**src/rtl/lfsr8_period_meter.sv**
```systemverilog
// Measures the recurrence period of an 8-bit LFSR word stream, the total of 1 bits over
// that period, and flags an all-zero reference word. One measurement per start.
module lfsr8_period_meter #(
  parameter int MAX_SAMPLES = 256
) (
  input  logic        clk,
  input  logic        rst,
  input  logic        start,
  input  logic        valid_in,
  input  logic [1:8]  q_in,
  output logic        busy,
  output logic        done,
  output logic [8:0]  period,
  output logic [11:0] ones_sum,
  output logic        lockup,
  output logic        timeout
);

  typedef enum logic [1:0] {IDLE, ARM, MEASURE, DONE} state_t;

  state_t      state_q;
  logic [1:8]  ref_q;
  logic [8:0]  count_q;
  logic [11:0] acc_q;

  function automatic logic [3:0] popcnt(input logic [1:8] v);
    logic [3:0] n;
    n = '0;
    for (int i = 1; i <= 8; i++) n = n + {3'd0, v[i]};
    return n;
  endfunction

  logic [11:0] acc_next;
  assign acc_next = acc_q + {8'd0, popcnt(q_in)};

  always_ff @(posedge clk or posedge rst) begin
    if (rst) begin
      state_q  <= IDLE;
      ref_q    <= '0;
      count_q  <= '0;
      acc_q    <= '0;
      busy     <= 1'b0;
      done     <= 1'b0;
      period   <= '0;
      ones_sum <= '0;
      lockup   <= 1'b0;
      timeout  <= 1'b0;
    end else begin
      case (state_q)
        IDLE, DONE: begin
          // The sample arriving alongside start is never used as the reference.
          if (start) begin
            state_q  <= ARM;
            busy     <= 1'b1;
            done     <= 1'b0;
            period   <= '0;
            ones_sum <= '0;
            lockup   <= 1'b0;
            timeout  <= 1'b0;
          end
        end
        ARM: begin
          if (valid_in) begin
            ref_q <= q_in;
            if (q_in == 8'h00) begin
              state_q  <= DONE;
              busy     <= 1'b0;
              done     <= 1'b1;
              lockup   <= 1'b1;
              period   <= 9'd1;
              ones_sum <= '0;
            end else begin
              state_q <= MEASURE;
              count_q <= 9'd1;
              acc_q   <= {8'd0, popcnt(q_in)};
            end
          end
        end
        MEASURE: begin
          if (valid_in) begin
            if (q_in == ref_q) begin
              state_q  <= DONE;
              busy     <= 1'b0;
              done     <= 1'b1;
              period   <= count_q;
              ones_sum <= acc_q;
            end else if (count_q >= 9'(MAX_SAMPLES)) begin
              // The abandoning sample is still counted into the ones total.
              state_q  <= DONE;
              busy     <= 1'b0;
              done     <= 1'b1;
              timeout  <= 1'b1;
              period   <= '0;
              ones_sum <= acc_next;
            end else begin
              count_q <= count_q + 9'd1;
              acc_q   <= acc_next;
            end
          end
        end
        default: state_q <= IDLE;
      endcase
    end
  end

endmodule

```
**config.mk**
```make
export PLATFORM = sky130hd
export DESIGN_NAME = lfsr8_period_meter
export DESIGN_NICKNAME = d
export VERILOG_FILES = /design/src/rtl/lfsr8_period_meter.sv
export SDC_FILE = /design/constraint.sdc
export NUM_CORES = 1
export LEC_CHECK = 0
export ABC_AREA = 1
export ABC_CLOCK_PERIOD_IN_PS = 2400
export BUFFER_PORTS_ARGS = -buffer_cell sky130_fd_sc_hd__buf_2
export CORE_ASPECT_RATIO = 1.5
export CORE_MARGIN = 4
export CORE_UTILIZATION = 50
export DETAILED_ROUTE_END_ITERATION = 10
export PLACE_DENSITY = 0.7
export SKIP_LAST_GASP = 1
export SLEW_MARGIN = 40
export SYNTH_ARGS = -nofsm -noshare
export SYNTH_HDL_FRONTEND = slang
export SYNTH_SLANG_ARGS = --single-unit
```
**constraint.sdc**
```tcl
create_clock -name clk -period 2.4 [get_ports clk]
set_clock_uncertainty 0.15 [all_clocks]
set_input_delay 0.24 -clock clk [delete_from_list [all_inputs] [get_ports clk]]
set_output_delay 0.24 -clock clk [all_outputs]
set_load 0.005 [all_outputs]
```
==> PnR_summary.wiki <==
{| class="wikitable"
! Metric !! Value
|-
| Number of placement rows || 36
|-
| Iter 0 DRT Violations || 165
|-
| Run status || finished with violations
|-
| Startpoint types || input port
|-
| Average instance area after synthesis || 7.32 sq um
|-
| Setup repair after global routing missed its margin || true
|-
| Crit path capture type || register
|-
| Library cell occupying the most area in the post-synthesis netlist || sky130_fd_sc_hd__dfrtp_1
|-
| Post-layout min period || 3.60 ns
|-
| Crit-path max cell delay || 0.54 ns
|-
| Most frequent cells after synthesis || 174 x sky130_fd_sc_hd__nand2_1, 56 x sky130_fd_sc_hd__dfrtp_1, 43 x sky130_fd_sc_hd__inv_1
|-
| Number of global-route vias before repair || 3116
|-
| Post-route clock period utilization || 150%
|-
| Critical path start-end classification || in2reg
|-
| Net count of the mapped netlist || 485
|-
| Critical path required time || 2.47 ns
|-
| Overall fraction of global-route tracks in use || 24.1%
|-
| Number of stages on the worst hold path || 3
|-
| Vias/cell || 5.29
|-
| Final Power || 4.11 mW
|-
| Startpoint of the worst hold path || q_in[2]
|-
| Sequential area share after synthesis || 41.9%
|-
| Ports placed on the boundary || 37
|-
| Largest net degree at the start of global routing || 43
|-
| Effective utilization at floorplan || 51.5%
|-
| Path depth of the worst reg2reg path || 10
|-
| Max Buffers Root-to-Sink || 2
|-
| Crit-path cells || buf_8, inv_4, fa_1, fa_1, fa_1, inv_2, ha_4, inv_2, fa_2, xor2_2, inv_2, ha_4, nand2_2, nor2_1, nand2_1, nand3_2, nand2_1, nand2_2, nand3_2, nand3_2, nand2_1
|-
| Data arrival time at the worst-slack endpoint || 3.67 ns
|-
| Area fraction of the dominant cell type after synthesis || 41.9%
|-
| DRC violations left || 0
|-
| Flip-flop cell with the highest count after synthesis || sky130_fd_sc_hd__dfrtp_1
|-
| Count of synthesis-stage warnings from yosys || 0
|-
| Count of buffers from port buffering || 36
|-
| Per-cell routed wire length || 14.9 um
|-
| Wire length of the first global-routing pass || 14.7 mm
|-
| Slew HR || 69.3%
|-
| Reg2Reg Capture Point || acc_q[10]
|-
| Biggest area contributors in the synthesized netlist || sky130_fd_sc_hd__dfrtp_1 42%, sky130_fd_sc_hd__nand2_1 20%, sky130_fd_sc_hd__nand3_1 5.5%
|-
| Number of buffers created by CTS || 5
|-
| Peak clock frequency supported by timing || 0.278 GHz
|-
| Die X || 74.8 um
|-
| Proportion of register bits with asynchronous set or reset after synthesis || 100%
|-
| Max capacitance violation total || 0
|-
| Number of search-and-repair iterations in the first detailed-routing pass || 4
|-
| Antenna viol nets, final || 0
|-
| H-tree depth || 2
|-
| Number of vias in the routed layout || 3174
|-
| CTS tree || done
|-
| Final-report setup violation count || 24
|-
| Relative area change from synthesis to final layout || 25.5%
|-
| Violated checks || setup timing
|-
| Peak supply drop || 0.806 mV
|-
| Critical-path cell with the highest stage delay || sky130_fd_sc_hd__fa_1
|-
| Number of enable flip-flop cells after synthesis || 0
|-
| FF+latch count, synth || 56
|-
| Share of post-route cells with drive strength above 1 || 26.3%
|-
| Hold violation total from the final report || 0
|-
| Crit Path Max Fanout || 5
|-
| Power Density || 979 nW/um^2
|-
| Path category of the worst min-delay check || in2reg
|-
| Worst reg-to-reg setup slack || 0.31 ns
|-
| Hold-critical path endpoint || ref_q[2]
|-
| Total Die Area || 8090 sq um
|-
| End-of-flow core utilization || 64.7%
|-
| Clock transition at the registers of the reported paths || 0.11 ns
|-
| Number of pins with negative max-slew slack in the final report || 0
|-
| TritonCTS Sinks || 56
|-
| Aggregate global routing overflow || 0
|-
| Routed WL || 8.94 mm
|-
| # diodes || 0
|-
| Antenna violations before repair || 0
|-
| Clock Tree Root || sky130_fd_sc_hd__clkbuf_8
|-
| Post-synth design cell area || 3340 sq um
|-
| Pin slew with the least headroom to its limit || 0.459 ns
|-
| Gate count of the mapped netlist || 457
|-
| Total leakage power || 2.19 nW
|-
| Source of the worst register-to-register timing path || state_q[0]
|-
| Die height || 108 um
|-
| Total half-perimeter wirelength after legalization and detailed placement || 6.73 mm
|-
| Placer's final routability congestion estimate || 0.852
|-
| Worst skew pair latency || 0.33 ns
|-
| Most instantiated library cell after synthesis || sky130_fd_sc_hd__nand2_1
|-
| Final Worst Setup Slack || -1.20 ns
|-
| Core box area || 6490 sq um
|-
| Post-layout nets || 551
|-
| Number of distinct library cell variants in the gate-level netlist after synthesis || 25
|}
[cell usage in the layout (no fill, tap or decap), drive strengths merged, types with 10 or more instances in the layout]
master and count:
nand3 37, nand2 175, ha 11, xor2 10, o21ai 46, buf 72
dfrtp 56, nand4 10, inv 49, nor2 28
[what timing repair did]
item                                   4_1_cts  5_1_grt
setup buffers                                5        2
hold buffers                                 1        0
endpoints found under the hold margin       19        0
pin swaps                                   19       14
setup endpoints to repair                   24       24
resized for setup                           23       23
[final cells by class]
cell class              instances  area (sq um)
clock inverters                 3          27.5
well taps                      76          95.1
repair buffers                 73           487
flip-flops and latches         56          1400
clock buffers                   5          68.8
inverters                      48           195
multi-input cells             339          1920
fillers                       603          2290
[sequential cells by signal, summed over array words and instances, names as in the netlist]
name and cells:
timeout 1, state_q 2, done 1, lockup 1, count_q 9, acc_q 12
ones_sum 12, busy 1, period 9, ref_q 8
[per-stage QoR]
step	setup slack (ns)	setup TNS [ns]	cell area, sq um	hold WS, ns	cells
floorplan	-1.26	-26.33	3460	0.241	457
CTS	-1.22	-25.20	4120	0.100	599
detailed placement	-1.68	-36.20	3890	0.136	585
global placement	-1.59	-34.13	3890	0.118	585
global route	-1.34	-27.58	4200	0.110	600
finish	-1.20	-24.77	4200	0.0887	600
[logic make-up after synthesis]
kind of cell / synth area share (%)
fa+ha+maj: 7.11
compound gates: 8.08
simple gates: 31.1
flops: 41.9
buf+inv: 7.56
xor+xnor: 4.19
[how the worst max path moves through the flow]
stage | start | slack [ns] | endpoint | cells after the start
2_1_floorplan | q_in[7] | -1.26 | ones_sum[11] | 20
3_3_place_gp | q_in[7] | -1.59 | ones_sum[9] | 21
3_5_place_dp | q_in[7] | -1.68 | ones_sum[9] | 21
4_1_cts | q_in[8] | -1.22 | ones_sum[9] | 21
5_1_grt | q_in[8] | -1.34 | ones_sum[9] | 21
6_report | q_in[8] | -1.20 | ones_sum[9] | 21
[metal layers]
metal  part of all wire [%]  global-route usage (%)  wire length, um  vias to the layer above
met3                    3.2                    4.00              287                       34
met1                     37                    25.5             3320                     1490
met5                      0                       0                0                        -
met4                    5.8                    14.4              522                        0
li1                       -                       -                -                     1572
met2                     54                    43.1             4810                       78
[report_power, final]
| group | leakage [nW] | total, mW | internal [mW] | switching [mW] |
|---|---|---|---|---|
| clock network | 0.0463 | 0.564 | 0.215 | 0.349 |
| registers | 0.752 | 1.29 | 1.13 | 0.154 |
| logic | 1.39 | 2.26 | 0.874 | 1.38 |
| total | 2.19 | 4.11 | 2.22 | 1.89 |
[worst max-delay path, delay by kind of cell]
family                     cells  cell delay [ns]
xor gates and xnor gates       1             0.17
and+or+nand+nor                9             0.71
buffers and inverters          5             0.29
adders and majority gates      6             2.25
Power figures use the tool's default switching activity.
